<file path="src/rtl/seg_pkg.sv">
// Shared constants for the 7-segment scan controller: digit count, BCD width,
// scan FSM state codes and the 0..9 segment pattern table ({g,f,e,d,c,b,a}).
package seg_pkg;

  localparam int NUM_DIGITS = 8;
  localparam int BCD_W      = 4;

  localparam logic [0:0] ST_BLANK = 1'b0;
  localparam logic [0:0] ST_DRIVE = 1'b1;

  // Entry [n] is the active-high segment pattern for decimal digit n.
  localparam logic [9:0][6:0] SEG_TABLE = {
    7'h6F, 7'h7F, 7'h07, 7'h7D, 7'h6D,
    7'h66, 7'h4F, 7'h5B, 7'h06, 7'h3F
  };

  function automatic logic [6:0] seg_lookup(input logic [BCD_W-1:0] code);
    logic [6:0] pat;
    pat = 7'h00;
    if (code <= 4'd9) pat = SEG_TABLE[code];
    return pat;
  endfunction

endpackage

</file>
<file path="src/rtl/seg_scan_controller_if.sv">
// Key-entry and display-pin bundle between the keypad path, the scan
// controller and the display; master drives keys, slave is the controller.
interface seg_scan_controller_if;
  import seg_pkg::*;

  logic                  key_valid;
  logic [BCD_W-1:0]      key_code;
  logic                  clear;
  logic [NUM_DIGITS-1:0] com;
  logic [6:0]            seg;
  logic [3:0]            entry_cnt;
  logic                  full;
  logic                  overflow;

  modport master (
    output key_valid, key_code, clear,
    input  com, seg, entry_cnt, full, overflow
  );

  modport slave (
    input  key_valid, key_code, clear,
    output com, seg, entry_cnt, full, overflow
  );

endinterface

</file>
<file path="src/rtl/seg_scan_controller_bcd_decode.sv">
// Combinational BCD to 7-segment decoder; codes above 9 produce a blank digit.
module seg_bcd_decode
  import seg_pkg::*;
(
  input  logic [BCD_W-1:0] bcd,
  output logic [6:0]       seg
);

  always_comb begin
    seg = seg_lookup(bcd);
  end

endmodule

</file>
<file path="src/rtl/seg_scan_controller.sv">
// 8-digit BCD entry buffer plus blank/drive time-multiplexed display scan.
// Optional build macro LEADING_ZERO_BLANK_EN suppresses unentered leading digits.
//
// state    | meaning
// ---------+-----------------------------------------------------------
// ST_BLANK | slot start, all commons off while segment lines settle
// ST_DRIVE | common scan_idx on, segments show digit latched at slot start
module seg_scan_controller
  import seg_pkg::*;
#(
  parameter int SLOT_CYCLES  = 1000,
  parameter int BLANK_CYCLES = 16
) (
  input  logic                  CLK,
  input  logic                  RST,
  seg_scan_controller_if.slave  bus
);

  localparam int              CW         = $clog2(SLOT_CYCLES);
  localparam logic [CW-1:0]   SLOT_LAST  = CW'(SLOT_CYCLES - 1);
  localparam logic [CW-1:0]   BLANK_LAST = CW'(BLANK_CYCLES - 1);

  logic [0:0]                       state_q, state_d;
  logic [CW-1:0]                    slot_cnt_q, slot_cnt_d;
  logic [2:0]                       scan_idx_q, scan_idx_d;
  logic [BCD_W-1:0]                 cur_digit_q, cur_digit_d;
  logic [NUM_DIGITS-1:0][BCD_W-1:0] digit_buf_q, digit_buf_d;
  logic [3:0]                       entry_cnt_q, entry_cnt_d;
  logic [NUM_DIGITS-1:0]            com_q, com_d;
  logic [6:0]                       seg_q, seg_d;
  logic                             overflow_q, overflow_d;

  logic [6:0] dec_seg;
  logic       full_w;
  logic       key_ok;
  logic       lz_blank;
  logic       drive_en;

  seg_bcd_decode u_decode (
    .bcd (cur_digit_q),
    .seg (dec_seg)
  );

  assign full_w = (entry_cnt_q == 4'(NUM_DIGITS));
  assign key_ok = bus.key_valid && (bus.key_code <= 4'd9);

  always_comb begin
    state_d     = state_q;
    slot_cnt_d  = (slot_cnt_q == SLOT_LAST) ? '0 : slot_cnt_q + 1'b1;
    scan_idx_d  = scan_idx_q;
    cur_digit_d = cur_digit_q;
    if (state_q == ST_BLANK) begin
      // Digit is captured once per slot so buffer writes never tear a DRIVE window.
      if (slot_cnt_q == BLANK_LAST) begin
        state_d     = ST_DRIVE;
        cur_digit_d = digit_buf_q[scan_idx_q];
      end
    end else begin
      if (slot_cnt_q == SLOT_LAST) begin
        state_d    = ST_BLANK;
        scan_idx_d = scan_idx_q + 3'd1;
      end
    end
  end

  always_comb begin
`ifdef LEADING_ZERO_BLANK_EN
    if (entry_cnt_q == 4'd0) lz_blank = (scan_idx_q != 3'd0);
    else                     lz_blank = ({1'b0, scan_idx_q} >= entry_cnt_q);
`else
    lz_blank = 1'b0;
`endif
    drive_en = (state_q == ST_DRIVE) && !lz_blank;
    com_d    = drive_en ? (NUM_DIGITS'(1) << scan_idx_q) : '0;
    seg_d    = drive_en ? dec_seg : 7'h00;
  end

  always_comb begin
    digit_buf_d = digit_buf_q;
    entry_cnt_d = entry_cnt_q;
    overflow_d  = 1'b0;
    // Clear takes priority and silently drops a coincident key.
    if (bus.clear) begin
      digit_buf_d = '0;
      entry_cnt_d = 4'd0;
    end else if (key_ok) begin
      if (full_w) begin
        overflow_d = 1'b1;
      end else begin
        digit_buf_d = {digit_buf_q[NUM_DIGITS-2:0], bus.key_code};
        entry_cnt_d = entry_cnt_q + 4'd1;
      end
    end
  end

  always_ff @(posedge CLK) begin
    if (RST) begin
      state_q     <= ST_BLANK;
      slot_cnt_q  <= '0;
      scan_idx_q  <= 3'd0;
      cur_digit_q <= '0;
      digit_buf_q <= '0;
      entry_cnt_q <= 4'd0;
      com_q       <= '0;
      seg_q       <= 7'h00;
      overflow_q  <= 1'b0;
    end else begin
      state_q     <= state_d;
      slot_cnt_q  <= slot_cnt_d;
      scan_idx_q  <= scan_idx_d;
      cur_digit_q <= cur_digit_d;
      digit_buf_q <= digit_buf_d;
      entry_cnt_q <= entry_cnt_d;
      com_q       <= com_d;
      seg_q       <= seg_d;
      overflow_q  <= overflow_d;
    end
  end

  assign bus.com       = com_q;
  assign bus.seg       = seg_q;
  assign bus.entry_cnt = entry_cnt_q;
  assign bus.full      = full_w;
  assign bus.overflow  = overflow_q;

endmodule

</file>
<file path="src/flat_wrapper.sv">
// flat-port wrapper written by rule: the top's interface ports become plain ports
module seg_scan_controller_flat import seg_pkg::*;
#(
  parameter int SLOT_CYCLES  = 1000,
  parameter int BLANK_CYCLES = 16
)
  (CLK, RST, bus_key_valid, bus_key_code, bus_clear, bus_com, bus_seg, bus_entry_cnt, bus_full, bus_overflow);
  seg_scan_controller_if bus_i ();
  input  logic CLK;
  input  logic RST;
  input wire logic [$bits(bus_i.key_valid)-1:0] bus_key_valid;
  input wire logic [$bits(bus_i.key_code)-1:0] bus_key_code;
  input wire logic [$bits(bus_i.clear)-1:0] bus_clear;
  output wire logic [$bits(bus_i.com)-1:0] bus_com;
  output wire logic [$bits(bus_i.seg)-1:0] bus_seg;
  output wire logic [$bits(bus_i.entry_cnt)-1:0] bus_entry_cnt;
  output wire logic [$bits(bus_i.full)-1:0] bus_full;
  output wire logic [$bits(bus_i.overflow)-1:0] bus_overflow;
  assign bus_i.key_valid = bus_key_valid;
  assign bus_i.key_code = bus_key_code;
  assign bus_i.clear = bus_clear;
  assign bus_com = bus_i.com;
  assign bus_seg = bus_i.seg;
  assign bus_entry_cnt = bus_i.entry_cnt;
  assign bus_full = bus_i.full;
  assign bus_overflow = bus_i.overflow;
  seg_scan_controller #(.SLOT_CYCLES(SLOT_CYCLES), .BLANK_CYCLES(BLANK_CYCLES)) u_core (.CLK(CLK), .RST(RST), .bus(bus_i));
endmodule
</file>
<file path="config.mk">
export PLATFORM = sky130hd
export DESIGN_NAME = seg_scan_controller_flat
export DESIGN_NICKNAME = d
export VERILOG_FILES = /design/src/rtl/seg_pkg.sv /design/src/rtl/seg_scan_controller_if.sv /design/src/rtl/seg_scan_controller_bcd_decode.sv /design/src/rtl/seg_scan_controller.sv /design/src/flat_wrapper.sv
export SDC_FILE = /design/constraint.sdc
export NUM_CORES = 1
export LEC_CHECK = 0
export CAP_MARGIN = 20
export CORE_MARGIN = 4
export CORE_UTILIZATION = 57
export CTS_CLUSTER_DIAMETER = 200
export DETAILED_ROUTE_END_ITERATION = 12
export GPL_ROUTABILITY_DRIVEN = 0
export PLACE_DENSITY = 0.86
export SLEW_MARGIN = 20
export SYNTH_ARGS = -nofsm -noshare
export SYNTH_HDL_FRONTEND = slang
export SYNTH_SLANG_ARGS = --single-unit
</file>
<file path="constraint.sdc">
create_clock -name CLK -period 1.89 [get_ports CLK]
set_input_delay 0.189 -clock CLK [delete_from_list [all_inputs] [get_ports CLK]]
set_output_delay 0.189 -clock CLK [all_outputs]
set_load 0.05 [all_outputs]
</file>
==> impl_metrics.tcl <==
set metrics [dict create \
    status "completed" \
    synth_cells 342 \
    viasPerCell 6.38 \
    grt_setup_unrepaired "no" \
    arrival_ps 1600 \
    dp_hpwl_um 4940 \
    ys_warn_count 0 \
    path_class "flop to output port" \
    clkTransAtPathRegs_ps 80 \
    ctsResizeCount 0 \
    tns_ps 0 \
    drc 0 \
    grtUsageTotal 0.224 \
    die_area_mm2 0.00699 \
    drt_first_iter_violations 346 \
    htreeDepth 3 \
    pin_count 29 \
    die_w_um 83.6 \
    maxCapViolCount 0 \
    areaGrowthSynthToFinish_pct 17.9 \
    fmax_ghz 0.560 \
    finalHoldViolCount 0 \
    post_cts_buffers 0 \
    start_util 0.588 \
    reg2reg_from "u_core.slot_cnt_q[0]$_SDFF_PP0_" \
    min-delay-start "bus_key_code[0]" \
    fin_crit_ps 1790 \
    cts_inserted_buffers 9 \
    hold_path.class "input pin to flop" \
    setup_violations 0 \
    ys_seq_area_frac 0.430 \
    p_per_area_mw_per_mm2 743 \
    synth_edf_count 0 \
    syn_nets 363 \
    dieHeight_um 83.6 \
    grt_max_degree 36 \
    grt_overflow 0 \
    drv_slew 0 \
    grt_pass1_vias 2597 \
    wl_per_cell_um 17.1 \
    synth_fa_ha_area_frac 0.0499 \
    rows 27 \
    crit_path_start_kind "flop" \
    worstPathRequired_ps 1700 \
    yosys.area_share.simple 0.176 \
    finClkSkew_ps 9.58 \
    ys.flop_type "dfxtp_1" \
    synth_seq_cells 70 \
    ctsHoldBuffers 0 \
    syn_avg_cell_area_um2 9.52 \
    fp.coreArea_mm2 0.00554 \
    antenna_left 0 \
    antenna_found_initial 0 \
    cts_buffer_depth 2 \
    async_reset_ff_frac 0 \
    fin_nets 386 \
    synth-compound-area-share 0.198 \
    relSlewSlack 0.659 \
    finalCritPeriodShare 0.945 \
    clockRootBuffer "clkbuf_8" \
    synth_top_family_by_area "compound AO/OA/AOI/OAI gates" \
    synthesis.area_mm2 0.00326 \
    wirelength_um 7560 \
    place_ws_ps 252 \
    port_buffers 28 \
    yosysUniqueCellTypes 46 \
    first_pass_iters 6 \
    cts.sinks 70 \
    clkLatencyLatePin_ps 340 \
    vias 2818 \
    synth_xor_area_frac 0.00807 \
    layout-drive-gt1-share 0.162 \
    cts_tree "done" \
    end_kind "output port" \
    p_leak_uw 0.00132 \
    worst_pin_slew_ps 511 \
    synth.area.mux_share 0.0834 \
    ir_drop_mv 0.598 \
    grt_pass1_wl_um 12800 \
    crit_start "u_core.bus.entry_cnt[0]$_SDFFE_PP0P_" \
    cp_max_fo 30 \
    fin_ws_ps 104 \
    n_antenna_cell 0 \
]
[cell usage after synthesis (2+ instances only)]
library cell	count	area [um^2]
dfxtp_1	70	1400
a21oi_1	43	215
nand4_1	35	219
o31ai_1	35	263
clkbuf_1	21	78.8
nor2_1	18	67.6
nand2_1	16	60.1
ha_1	13	163
inv_1	12	45.0
mux2i_1	8	80.1
mux4_2	8	180
buf_2	6	30.0
o21ai_0	6	30.0
a221oi_1	4	35.0
nor4_1	4	25.0
a31oi_1	3	18.8
and3_1	3	18.8
or3_2	3	22.5
a211oi_1	2	15.0
nand3_1	2	10.0
o21a_1	2	15.0
or2_2	2	12.5
or3_1	2	12.5
xnor2_1	2	17.5
[cell families (layout without fill, tap and decap cells)]
| family | count (synthesis) | after routing |
|---|---|---|
| compound gates | 100 | 100 |
| simple gates | 95 | 95 |
| flops | 70 | 70 |
| buf+inv | 44 | 72 |
| mux | 17 | 17 |
| fa+ha+maj | 13 | 13 |
| xor+xnor | 3 | 3 |
[per-layer routing]
layer  track usage  routed length [um]
met2         0.364                3670
met3        0.0484                 449
met1         0.283                3280
met5             0                   0
met4         0.104                 148
[registers in the layout, indices dropped and copies added, names as in the netlist]
name and count:
u_core.bus.seg 7, u_core.scan_idx_q 3, u_core.cur_digit_q 4, u_core.digit_buf_q 32, u_core.slot_cnt_q 10, u_core.bus.com 8, u_core.bus.entry_cnt 4, u_core.drive_en 1
u_core.bus.overflow 1
[through the flow]
| stage | total power [uW] | std cells | cell area (um^2) | hold slack [ps] | util |
|---|---|---|---|---|---|
| after floorplan | 1620 | 342 | 3260 | 339 | - |
| after global placement | 1670 | 426 | 3640 | 445 | 0.657 |
| after detailed placement | 1670 | 426 | 3640 | 456 | 0.657 |
| after CTS | 2860 | 442 | 3840 | 413 | 0.693 |
| after global routing | 2960 | 442 | 3840 | 403 | 0.693 |
| final | 2850 | 442 | 3840 | 420 | 0.693 |
[worst max-delay path, cell delays in order, from the launching register on]
cell and delay (ps):
dfxtp_2 350, inv_1 80, ha_1 160, nand3b_2 120
inv_2 170, buf_12 210, buf_12 150
[where the power goes]
group | switching (uW) | internal [uW]
clock | 571 | 641
combinational | 101 | 48.4
sequential | 9.54 | 1480
[layout by cell type (no fill, tap or decap), types with 10 or more instances in the layout]
| master | Yosys | layout |
|---|---|---|
| nor2_1 | 18 | 18 |
| clkbuf_8 | 0 | 10 |
| a21oi_1 | 43 | 43 |
| nand4_1 | 35 | 35 |
| buf_4 | 1 | 13 |
| inv_1 | 12 | 12 |
| dfxtp_1 | 70 | 68 |
| nand2_1 | 16 | 16 |
| ha_1 | 13 | 13 |
| clkdlybuf4s50_1 | 0 | 26 |
| o31ai_1 | 35 | 35 |
[cell type report]
cell class              count  area, um^2
multi-input cells         228        1680
flip-flops and latches     70        1400
clock buffers              10         138
clock inverters             6        61.3
well taps                  72        90.1
fillers                   403        1700
repair buffers             42         418
inverters                  14        52.6
[path summary, 6_finish.rpt]
path                                   endpoint  slack (ps)  depth (start not counted)
min reg2reg     u_core.slot_cnt_q[0]$_SDFF_PP0_         460                          1
max                                    bus_full         100                          6
min          u_core.digit_buf_q[0]$_SDFFE_PP0P_         420                          3
max reg2reg  u_core.cur_digit_q[0]$_SDFFE_PP0P_         250                          4
(Power assumes the default switching activity.)
